===== config.mk =====
export PLATFORM = sky130hd
export DESIGN_NAME = pipe_addsub_flat
export DESIGN_NICKNAME = d
export VERILOG_FILES = /design/src/rtl/pipe_addsub_pkg.sv /design/src/rtl/pipe_addsub_if.sv /design/src/rtl/pipe_addsub_add_chunk.sv /design/src/rtl/pipe_addsub.sv /design/src/flat_wrapper.sv
export SDC_FILE = /design/constraint.sdc
export NUM_CORES = 1
export LEC_CHECK = 0
export ABC_CLOCK_PERIOD_IN_PS = 4100
export BUFFER_PORTS_ARGS = -buffer_cell sky130_fd_sc_hd__buf_2
export CAP_MARGIN = 40
export CORE_ASPECT_RATIO = 0.9
export CORE_MARGIN = 4
export CORE_UTILIZATION = 25
export DETAILED_ROUTE_END_ITERATION = 12
export PLACE_DENSITY_LB_ADDON = 0.1
export SYNTH_ARGS = -nofsm -noshare
export SYNTH_HDL_FRONTEND = slang
export SYNTH_SLANG_ARGS = --single-unit

===== constraint.sdc =====
create_clock -name clk -period 4.1 [get_ports clk]
set_input_delay 0.82 -clock clk [delete_from_list [all_inputs] [get_ports clk]]
set_output_delay 0.82 -clock clk [all_outputs]
set_load 0.03 [all_outputs]

===== src/rtl/pipe_addsub_pkg.sv =====
// Shared defaults and configuration helpers for the pipelined adder/subtractor.
package pipe_addsub_pkg;

  localparam int PA_N_DEFAULT      = 16;
  localparam int PA_STAGES_DEFAULT = 4;

  function automatic bit pa_cfg_ok(input int n, input int stages);
    return (stages >= 1) && (stages <= n) && ((n % stages) == 0);
  endfunction

endpackage


===== src/rtl/pipe_addsub_if.sv =====
// Operand/result handshake bundle; master is the environment, slave the datapath.
interface pipe_addsub_if
  import pipe_addsub_pkg::*;
#(
  parameter int N = PA_N_DEFAULT
);
  logic         in_valid;
  logic         in_ready;
  logic [N-1:0] a;
  logic [N-1:0] b;
  logic         cin;
  logic         sub;
  logic         out_valid;
  logic         out_ready;
  logic [N-1:0] y;
  logic         cout;
  logic         ovf;

  modport master (
    output in_valid, a, b, cin, sub, out_ready,
    input  in_ready, out_valid, y, cout, ovf
  );

  modport slave (
    input  in_valid, a, b, cin, sub, out_ready,
    output in_ready, out_valid, y, cout, ovf
  );
endinterface


===== src/rtl/pipe_addsub_add_chunk.sv =====
// Combinational W-bit ripple chunk built from single-bit full adders.
// c_msb is the carry into the chunk MSB, needed for signed overflow on the top chunk.
module fullAdder (
  input  logic a,
  input  logic b,
  input  logic ci,
  output logic s,
  output logic co
);
  assign s  = a ^ b ^ ci;
  assign co = (a & b) | (ci & (a ^ b));
endmodule

module add_chunk
  import pipe_addsub_pkg::*;
#(
  parameter int W = PA_N_DEFAULT / PA_STAGES_DEFAULT
) (
  input  logic [W-1:0] a,
  input  logic [W-1:0] b,
  input  logic         cin,
  output logic [W-1:0] sum,
  output logic         cout,
  output logic         c_msb
);
  logic [W:0] c;

  assign c[0] = cin;

  for (genvar i = 0; i < W; i++) begin : g_bit
    fullAdder u_fa (
      .a  (a[i]),
      .b  (b[i]),
      .ci (c[i]),
      .s  (sum[i]),
      .co (c[i+1])
    );
  end

  assign cout  = c[W];
  assign c_msb = c[W-1];
endmodule


===== src/rtl/pipe_addsub.sv =====
// Carry-pipelined N-bit add/sub: chunk k is summed in stage k with the carry registered by stage k-1.
// Latency STAGES, one beat per cycle; the whole pipe stalls together when the output is held.
module pipe_addsub
  import pipe_addsub_pkg::*;
#(
  parameter int N      = PA_N_DEFAULT,
  parameter int STAGES = PA_STAGES_DEFAULT
) (
  input logic          clk,
  input logic          rst,
  pipe_addsub_if.slave io
);
  localparam int W = N / STAGES;

  if (!pa_cfg_ok(N, STAGES)) begin : g_bad_cfg
    $error("pipe_addsub: N must be a multiple of STAGES and 1 <= STAGES <= N");
  end

  logic         adv;
  logic [N-1:0] bi;
  logic         c0;

  logic [STAGES-1:0] v_q,   v_d;
  logic [N-1:0]      res_q [STAGES];
  logic [N-1:0]      res_d [STAGES];
  logic [N-1:0]      a_q   [STAGES];
  logic [N-1:0]      a_d   [STAGES];
  logic [N-1:0]      b_q   [STAGES];
  logic [N-1:0]      b_d   [STAGES];
  logic              c_q   [STAGES];
  logic              c_d   [STAGES];
  logic              ovf_q, ovf_d;

  logic [W-1:0] ch_a  [STAGES];
  logic [W-1:0] ch_b  [STAGES];
  logic [W-1:0] ch_s  [STAGES];
  logic         ch_ci [STAGES];
  logic         ch_co [STAGES];
  logic         ch_cm [STAGES];

  // Subtraction is a + ~b + ~cin, so cout=1 means no borrow.
  assign adv = ~v_q[STAGES-1] | io.out_ready;
  assign bi  = io.sub ? ~io.b : io.b;
  assign c0  = io.cin ^ io.sub;

  for (genvar k = 0; k < STAGES; k++) begin : g_stage
    if (k == 0) begin : g_first
      assign ch_a[k]  = io.a[W-1:0];
      assign ch_b[k]  = bi[W-1:0];
      assign ch_ci[k] = c0;
    end else begin : g_next
      assign ch_a[k]  = a_q[k-1][k*W +: W];
      assign ch_b[k]  = b_q[k-1][k*W +: W];
      assign ch_ci[k] = c_q[k-1];
    end

    add_chunk #(.W(W)) u_add (
      .a     (ch_a[k]),
      .b     (ch_b[k]),
      .cin   (ch_ci[k]),
      .sum   (ch_s[k]),
      .cout  (ch_co[k]),
      .c_msb (ch_cm[k])
    );
  end

  always_comb begin
    v_d   = v_q;
    res_d = res_q;
    a_d   = a_q;
    b_d   = b_q;
    c_d   = c_q;
    ovf_d = ovf_q;
    if (adv) begin
      v_d[0]          = io.in_valid;
      a_d[0]          = io.a;
      b_d[0]          = bi;
      res_d[0]        = '0;
      res_d[0][W-1:0] = ch_s[0];
      c_d[0]          = ch_co[0];
      for (int k = 1; k < STAGES; k++) begin
        v_d[k]             = v_q[k-1];
        a_d[k]             = a_q[k-1];
        b_d[k]             = b_q[k-1];
        res_d[k]           = res_q[k-1];
        res_d[k][k*W +: W] = ch_s[k];
        c_d[k]             = ch_co[k];
      end
      ovf_d = ch_co[STAGES-1] ^ ch_cm[STAGES-1];
    end
  end

  always_ff @(posedge clk) begin
    if (rst) begin
      v_q   <= '0;
      ovf_q <= 1'b0;
      for (int k = 0; k < STAGES; k++) begin
        res_q[k] <= '0;
        a_q[k]   <= '0;
        b_q[k]   <= '0;
        c_q[k]   <= 1'b0;
      end
    end else begin
      v_q   <= v_d;
      res_q <= res_d;
      a_q   <= a_d;
      b_q   <= b_d;
      c_q   <= c_d;
      ovf_q <= ovf_d;
    end
  end

  assign io.in_ready  = adv;
  assign io.out_valid = v_q[STAGES-1];
  assign io.y         = res_q[STAGES-1];
  assign io.cout      = c_q[STAGES-1];
  assign io.ovf       = ovf_q;
endmodule


===== src/flat_wrapper.sv =====
// flat-port wrapper written by rule: the top's interface ports become plain ports
module pipe_addsub_flat import pipe_addsub_pkg::*;
#(
  parameter int N      = PA_N_DEFAULT,
  parameter int STAGES = PA_STAGES_DEFAULT
)
  (clk, rst, io_in_valid, io_a, io_b, io_cin, io_sub, io_out_ready, io_in_ready, io_out_valid, io_y, io_cout, io_ovf);
  pipe_addsub_if #(.N(N)) io_i ();
  input logic clk;
  input logic rst;
  input wire logic [$bits(io_i.in_valid)-1:0] io_in_valid;
  input wire logic [$bits(io_i.a)-1:0] io_a;
  input wire logic [$bits(io_i.b)-1:0] io_b;
  input wire logic [$bits(io_i.cin)-1:0] io_cin;
  input wire logic [$bits(io_i.sub)-1:0] io_sub;
  input wire logic [$bits(io_i.out_ready)-1:0] io_out_ready;
  output wire logic [$bits(io_i.in_ready)-1:0] io_in_ready;
  output wire logic [$bits(io_i.out_valid)-1:0] io_out_valid;
  output wire logic [$bits(io_i.y)-1:0] io_y;
  output wire logic [$bits(io_i.cout)-1:0] io_cout;
  output wire logic [$bits(io_i.ovf)-1:0] io_ovf;
  assign io_i.in_valid = io_in_valid;
  assign io_i.a = io_a;
  assign io_i.b = io_b;
  assign io_i.cin = io_cin;
  assign io_i.sub = io_sub;
  assign io_i.out_ready = io_out_ready;
  assign io_in_ready = io_i.in_ready;
  assign io_out_valid = io_i.out_valid;
  assign io_y = io_i.y;
  assign io_cout = io_i.cout;
  assign io_ovf = io_i.ovf;
  pipe_addsub #(.N(N), .STAGES(STAGES)) u_core (.clk(clk), .rst(rst), .io(io_i));
endmodule

Yosys cells after proc, flatten, opt, wreduce, memory -nomap -nowiden. Cells that the tools add are included.

Muxes and demuxes: 1. Bitwise logic cells: 85.

Operator list (count): 1-bit bitwise XOR (34); 1-bit AND (32); 1-bit OR (17); 16-bit 2-to-1 mux (1); 16-bit NOT (1); 1-bit NOT (1).

Bits in registers: 145. Bits of input ports: 38. Word-level logic and storage cells: 102.

Longest topological paths before layout. Gate-level depths: netlist (run 1).

Depth after elaboration: 11. Depth in mapped cells: 10. Gate-level depth less buffers: 10.

Cells and area by module. From an unflattened synthesis (run 1), not the netlist that was laid out.

Cells, all modules: 460. Area, all modules: 4045.1 µm².

Modules (own cells, without submodules): pipe_addsub (instances 1, cells an instance 444, area each 3724.8 µm², seq. area each 1941.9 µm²); fullAdder (instances 16, cells an instance 1, area each 20.0 µm², seq. area each 0.0 µm²).

Worst setup path after synthesis (run 1). No wires, ideal clock.

Path kind: input-to-reg. Start point: input io_sub. End point: register u_core.res_q[51] (netlist name). Setup time: 0.132 ns. Data arrival time: 3.015 ns. Slack: 0.953 ns. Stages on the path: 10. Buffers on the path: 2. Cells stage by stage: buf_4 -> buf_4 -> xnor2_1 -> fa_1 -> fa_1 -> fa_1 -> inv_1 -> fa_1 -> nand2_1 -> a21oi_1.

Word-level cells in the longest chain between the ends: 9. Elaborated cells on any way between the ends: 16. Those cells by class: mux (1); bitwise (15).

Ends and longest elaborated chain: from (decl) (RTL line flat_wrapper.sv:15) `input wire logic [$bits(io_i.sub)-1:0] io_sub;`; 16-bit 2-to-1 mux (RTL line pipe_addsub.sv:43) `assign bi = io.sub ? ~io.b : io.b;`; 1-bit bitwise XOR (RTL line pipe_addsub_add_chunk.sv:11) `assign co = (a & b) | (ci & (a ^ b));`; 1-bit AND (RTL line pipe_addsub_add_chunk.sv:11); 1-bit OR (RTL line pipe_addsub_add_chunk.sv:11); 1-bit AND (RTL line pipe_addsub_add_chunk.sv:11); 1-bit OR (RTL line pipe_addsub_add_chunk.sv:11); 1-bit AND (RTL line pipe_addsub_add_chunk.sv:11); 1-bit OR (RTL line pipe_addsub_add_chunk.sv:11); 1-bit bitwise XOR (*) (RTL line pipe_addsub_add_chunk.sv:10) `assign s = a ^ b ^ ci;`; via u_core.g_stage[0].u_add.g_bit[3].u_fa.s (RTL line pipe_addsub_add_chunk.sv:7) `output logic s,`; to (signal assigned) (RTL line pipe_addsub.sv:105) `res_q <= res_d;`; to (decl) (RTL line pipe_addsub.sv:24) `logic [N-1:0] res_q [STAGES];`.

The timed path passes the listed nets; every way through them passes the cells marked *. A chain may end at the register's enable or synchronous reset.

Worst setup path after layout (run 1). Ends and elaborated chain as after synthesis.

==> results by group, run 1 <==
Final layout
  • FILL cells: 1758
  • Most frequent cells in the layout: nand2_1 (144), dfxtp_1 (97), a21oi_1 (72), buf_2 (56), nor2_1 (26)
  • Layout cells sized above 1: 0.193
  • Area delta synth->final: 13.5%
  • Fin nets: 551
  • Final non-filler cell total: 709
  • Storage element area: 1940 sq um
  • Number of diodes: 0
  • Multi-input gate area: 1760 sq um
  • Commonest non-fill, non-tap cell in the layout: nand2_1

Worst setup path
  • Max incr delay on CP: 0.42 ns
  • Setup crit end kind: flip-flop
  • Type of origin of the critical path: input port
  • Worst EP required: 4.32 ns
  • WP buf/inv: 2
  • Slowest CP cell: fa_1
  • Worst Path Arrival: 2.92 ns
  • Crit path kind: in -> reg
  • Most frequent CP cell: fa_1
  • Crit-path max FO: 3
  • Worst path top cell family by delay: adder cells
  • Cell Chain, Critical Path: buf_2 > xnor2_1 > fa_1 > fa_1 > fa_1 > inv_1 > fa_1 > nand2_1 > a21oi_1

Synthesis
  • Synth Area in Simple Gates: 0.158
  • Synthesized-area fraction occupied by adder cells: 0.0777
  • Largest family of logic cells by synthesized area: simple AND/OR/NAND/NOR gates
  • Mux share of post-synthesis cell area: 0
  • Netlist cell types: 17
  • Cell Area, Synth: 4120 sq um
  • Xor and xnor area share after synthesis: 0.0382
  • Compound-Gate Fraction of Synth Area: 0.153
  • #FFs+latches synth: 97
  • Synth warn: 0
  • Sequential fraction of the synthesis area: 0.471
  • Synth Net Count: 528
  • Mapped Cells: 474
  • Syn Area/Cell: 8.70 sq um

CTS
  • Max H-tree Level: 3
  • Post-CTS Hold Buffers: 0
  • CTS buffer count: 9
  • Clk root buf: clkbuf_16
  • Setup Buffers After CTS: 0
  • Worst-Skew Late Latency: 0.34 ns
  • CTS tree: built
  • Clk sinks: 97
  • CTS max path bufs: 2
  • # resized after CTS: 0
  • Clk pin slew, worst setup/hold paths: 0.06 ns

Detailed routing
  • Drt drc: 0
  • Via count: 2961
  • Post-route ant nets: 0
  • Routed wire per std cell: 13.0 microns
  • Drt total wl: 9190 microns
  • DRT iter0 DRCs: 127
  • DR vias/cell: 4.18
  • 1st-pass router iterations: 4

Pwr
  • Sequential Power Share: 0.500
  • PD cells: 443 nW/um^2
  • Clock Power Share: 0.400
  • Worst vdd ir: 218 uV
  • Combinational share of power: 0.100
  • Switch Pwr: 0.000505 W
  • Switching fraction of total power: 0.244
  • Internal power: 0.00157 W
  • Leakage power: 1.87 nW

Placed design
  • Port Buffers: 57
  • Placer Congestion: 0.707
  • Placed Cells: 693
  • Detailed Place HPWL: 5910 microns
  • Pre-CTS setup slack: 1.04 ns

Global routing
  • First-pass GRT wire length: 15200 microns
  • Vias in the first global route: 3057
  • Overflow after GRT: 0
  • Initial antenna violation count: 0
  • GR Util All Layers: 0.104
  • Largest net degree at the start of global routing: 78

Floorplan
  • Die Height: 130 microns
  • Die span in x: 143 microns
  • Starting density of the core: 0.256
  • Die area: 18600 sq um
  • Core ar.: 16100 sq um
  • I/O pin count: 58
  • Num rows: 44

Timing
  • FMAX: 371 MHz
  • Max-slew violation count: 0
  • Max Clock Skew: 0.00621 ns
  • Final setup vio count: 0
  • Setup TNS: 0 ns
  • Tcrit/Tclk final: 0.658
  • Endpoints failing hold: 0
  • RSZ-0062 raised after global routing: false
  • Setup ws final: 1.40 ns
  • Slew HR: 0.441
  • Worst slew pin tran: 0.838 ns
  • Min cycle time layout: 2.70 ns

Min path
  • Hold Path Class: reg -> reg

Outcome
  • Outcome: complete, no violations

Run
  • Max_cap viols: 0
-- metal layers --
metal | global-route usage | part of all wire | routed length, microns
met1 | 0.148 | 0.52 | 4780
met2 | 0.150 | 0.41 | 3780
met3 | 0.0374 | 0.057 | 521
met4 | 0.0266 | 0.012 | 106
met5 | 0 | 0 | 0
-- cells in the mapped netlist, drive strengths merged --
cell    count  area share
fa         16       0.078
xnor2      15       0.032
a21oi      72       0.087
dfxtp      97        0.47
nor2       26       0.024
clkbuf     10      0.0091
xor2        3      0.0064
a211oi     24       0.066
nand2     144        0.13
inv        26       0.024
buf        40       0.069
nor2b       1      0.0033
-- power by group through the flow --
stage               Sequential (W)  Combinational, W  Clock [W]
finish                     0.00104          0.000208   0.000830
global route               0.00105          0.000241   0.000910
CTS                        0.00104          0.000214   0.000869
detailed placement         0.00106          0.000213          0
global placement           0.00106          0.000212          0
floorplan                  0.00105          0.000159          0
-- worst reg2reg max path, delay by kind of cell, from the launching register on --
family	cells	cell delay, ns
AO/OA/AOI/OAI	1	0.16
XOR/XNOR	1	0.17
adder cells (fa/ha/maj)	4	1.31
buffers and inverters	3	0.23
flip-flops	1	0.36
AND/OR/NAND/NOR	1	0.08
-- worst paths after layout --
kind                  startpoint  slack (ns)  cells after the start          endpoint
setup / recovery          io_sub        1.40                      9  u_core.res_q[51]
setup reg to reg   u_core.c_q[1]        1.73                     10     u_core.io.ovf
hold reg to reg   u_core.io.y[2]        0.45                      2    u_core.io.y[2]
hold / removal    u_core.io.y[2]        0.45                      2    u_core.io.y[2]
-- final cells by class --
| class | count | area share |
|---|---|---|
| Tap cell | 207 | 0.0553 |
| Clock buffer | 14 | 0.0607 |
| Timing Repair Buffer | 62 | 0.0695 |
| Sequential cell | 97 | 0.415 |
| Clock inverter | 2 | 0.00214 |
| Multi-Input combinational cell | 301 | 0.376 |
| Inverter | 26 | 0.0214 |
-- stage by stage --
stage,total power [W],hold WS (ns),utilization,area [sq um]
final,0.00208,0.450,0.290,4680
after global routing,0.00220,0.471,0.290,4680
after CTS,0.00212,0.453,0.290,4680
after detailed placement,0.00127,0.445,0.272,4390
after global placement,0.00127,0.437,0.272,4390
after floorplan,0.00121,0.432,-,4120
-- sequential cells by signal, summed over array words and instances (netlist names) --
signal          cells
u_core.b_q         24
u_core.io.y        16
u_core.io.cout      1
u_core.a_q         24
u_core.c_q          3
u_core.io.ovf       1
u_core.v_q          4
u_core.res_q       24
-- cell families (layout without fill, tap and decap cells) --
group                    Yosys count  after routing
flip-flops                        97             97
buffers and inverters             76            104
adder cells (fa/ha/maj)           16             16
AO/OA/AOI/OAI                     96             96
XOR/XNOR                          18             18
AND/OR/NAND/NOR                  171            171
(Power assumes the default switching activity.)
==> run 2: changes to the inputs <==
- ABC_AREA: not set -> 1
- ABC_CLOCK_PERIOD_IN_PS: 4100 -> 2400
- clock period: 4.1 -> 2.4 ns (I/O delays scaled with it)
==> results by group, run 2 <==
Outcome
  • Outcome: complete, no violations

Synthesis
  • #FFs+latches synth: 97
  • Synth warn: 0
  • Number of synthesized flops with an enable pin: 0
  • Yosys top cell area share: 0.438
  • Post-synth top cells: nor2_1 (192), dfxtp_1 (97), nand2_1 (79)
  • Area leader, netlist: dfxtp_1
  • Cell with the most instances after synthesis: nor2_1
  • Mapped Cells: 577
  • Asr flop ratio synth: 0
  • Synth top area cells: dfxtp_1 (44%), nor2_1 (16%), o21bai_1 (12%)
  • Synth Net Count: 631
  • Syn Area/Cell: 7.69 sq um
  • Netlist cell types: 17
  • Post-synth top flop: dfxtp_1
  • Cell Area, Synth: 4440 sq um
  • Sequential fraction of the synthesis area: 0.438

Pwr
  • Sequential Power Share: 0.497
  • PD cells: 709 nW/um^2
  • Worst vdd ir: 330 uV
  • Combinational share of power: 0.133
  • Clock Power Share: 0.369
  • Switch Pwr: 0.000901 W
  • Leakage power: 2.27 nW
  • Switching fraction of total power: 0.250
  • Internal power: 0.00271 W

Worst setup path
  • Slowest CP cell: fa_1
  • WP buf/inv: 2
  • Worst R2R End: u_core.res_q[39]
  • R2r setup slk: 0.19 ns
  • Worst EP required: 2.63 ns
  • Type of origin of the critical path: input port
  • Max incr delay on CP: 0.40 ns
  • Setup crit end kind: flip-flop
  • Reg2reg start: u_core.b_q[52]
  • Cell Chain, Critical Path: buf_2 > xnor2_1 > fa_2 > fa_2 > fa_1 > inv_1 > fa_1 > nor2_1 > nor2_1
  • Worst Path Arrival: 2.47 ns
  • Worst path top cell family by delay: adder cells
  • Setup crit start: io_sub
  • Crit-path max FO: 3
  • Crit path kind: in -> reg
  • R2R depth: 10

CTS
  • Clk pin slew, worst setup/hold paths: 0.06 ns
  • CTS max path bufs: 2
  • Clk root buf: clkbuf_16
  • Setup Buffers After CTS: 0
  • Clk sinks: 97
  • Worst-Skew Late Latency: 0.34 ns
  • CTS tree: built
  • Max H-tree Level: 3
  • CTS buffer count: 9

Timing
  • Worst slew pin tran: 0.700 ns
  • Setup ws final: 0.165 ns
  • RSZ-0062 raised after global routing: false
  • Final setup vio count: 0
  • Endpoints failing hold: 0
  • Slew HR: 0.533
  • Max Clock Skew: 0.00446 ns
  • Setup TNS: 0 ns
  • Min cycle time layout: 2.24 ns
  • Max-slew violation count: 0
  • Tcrit/Tclk final: 0.931
  • FMAX: 447 MHz

Floorplan
  • Num rows: 45
  • I/O pin count: 58
  • Die Height: 134 microns
  • Die span in x: 148 microns
  • Core ar.: 17100 sq um
  • Starting density of the core: 0.259
  • Die area: 19900 sq um

Final layout
  • Final non-filler cell total: 840
  • Post-Layout Inst Area: 5080 sq um
  • Layout cells sized above 1: 0.139
  • FILL cells: 1938
  • Area delta synth->final: 14.6%
  • Top flop regs: u_core.a_q x24, u_core.b_q x24, u_core.res_q x24
  • Storage element area: 1940 sq um
  • Commonest non-fill, non-tap cell in the layout: nor2_1
  • Fin nets: 657
  • Number of diodes: 0
  • Most frequent cells in the layout: nor2_1 (192), dfxtp_1 (97), nand2_1 (78), o21bai_1 (70), buf_2 (57)
  • Multi-input gate area: 2030 sq um

Detailed routing
  • Post-route ant nets: 0
  • DR vias/cell: 4.07
  • DRT iter0 DRCs: 171
  • Drt drc: 0
  • 1st-pass router iterations: 4
  • Via count: 3415
  • Routed wl met2: 4610 microns
  • Drt total wl: 10100 microns
  • Met3 wire length: 423 microns
  • Routed wire per std cell: 12.0 microns
  • Metal-1 WL: 4950 microns
  • Highest routed layer: met4

Global routing
  • GR Util All Layers: 0.107
  • Overflow after GRT: 0
  • Largest net degree at the start of global routing: 110
  • Initial antenna violation count: 1
  • First-pass GRT wire length: 17100 microns
  • Vias in the first global route: 3551

Min path
  • Hold Path Cell Cnt: 3
  • Hold Path Class: in -> reg
  • Hold Path End: u_core.a_q[57]
  • Worst hold path startpoint: io_a[9]

Run
  • Max_cap viols: 0

Placed design
  • Detailed Place HPWL: 6560 microns
  • Pre-CTS setup slack: -0.212 ns
  • Placer Congestion: 0.717
  • Post-Place Cell Area: 4810 sq um
  • Port Buffers: 57
  • Placed Cells: 827
[run 2: power groups by stage]
stage | combinational, W | clock, W | sequential [W]
6_report | 0.000481 | 0.00133 | 0.00179
5_1_grt | 0.000567 | 0.00147 | 0.00181
4_1_cts | 0.000497 | 0.00140 | 0.00180
3_5_place_dp | 0.000494 | 0 | 0.00183
3_3_place_gp | 0.000488 | 0 | 0.00183
2_1_floorplan | 0.000381 | 0 | 0.00182
[run 2: how the worst max path moves through the flow]
stage / end / slack (ns) / cells past startpoint
6_report: u_core.res_q[51] / 0.16 / 9
3_3_place_gp: u_core.res_q[51] / -0.18 / 9
3_5_place_dp: u_core.res_q[51] / -0.21 / 9
2_1_floorplan: u_core.res_q[51] / -0.28 / 10
4_1_cts: u_core.io.y[15] / 0.1 / 10
5_1_grt: u_core.res_q[39] / 0.003 / 10
[run 2: tightest hold or removal path, stage by stage]
cell	delay, ns
buf_2	0.08
nor2_1	0.03
nor2_1	0.08
[run 2: what timing repair did]
item,CTS,global route
hold buffers,0,0
endpoints found under the setup margin,0,2
resized for setup,0,3
[run 2: kinds of logic after synthesis]
kind of cell | count (synthesis) | share of synthesized area
compound gates | 71 | 0.120
xor+xnor | 5 | 0.00987
fa+ha+maj | 16 | 0.0722
buf+inv | 103 | 0.108
flops | 97 | 0.438
simple gates | 285 | 0.253
[run 2: layout make-up]
type	count	share of cell area
repair buffers	64	0.0689
flip-flops and latches	97	0.382
clock buffers	13	0.0531
multi-input cells	377	0.398
well taps	235	0.0578
inverters	54	0.0399
[run 2: layer usage]
layer  GRT usage  vias up
met2       0.181       45
met1       0.129     1572
met5           0        -
met4      0.0298        0
li1            -     1788
met3      0.0365       10
[run 2: stage by stage]
step	power (W)	hold slack, ns	util
2_1_floorplan	0.00220	0.436	-
4_1_cts	0.00369	0.346	0.297
3_5_place_dp	0.00232	0.463	0.281
6_report	0.00361	0.365	0.297
5_1_grt	0.00384	0.357	0.297
3_3_place_gp	0.00232	0.463	0.281
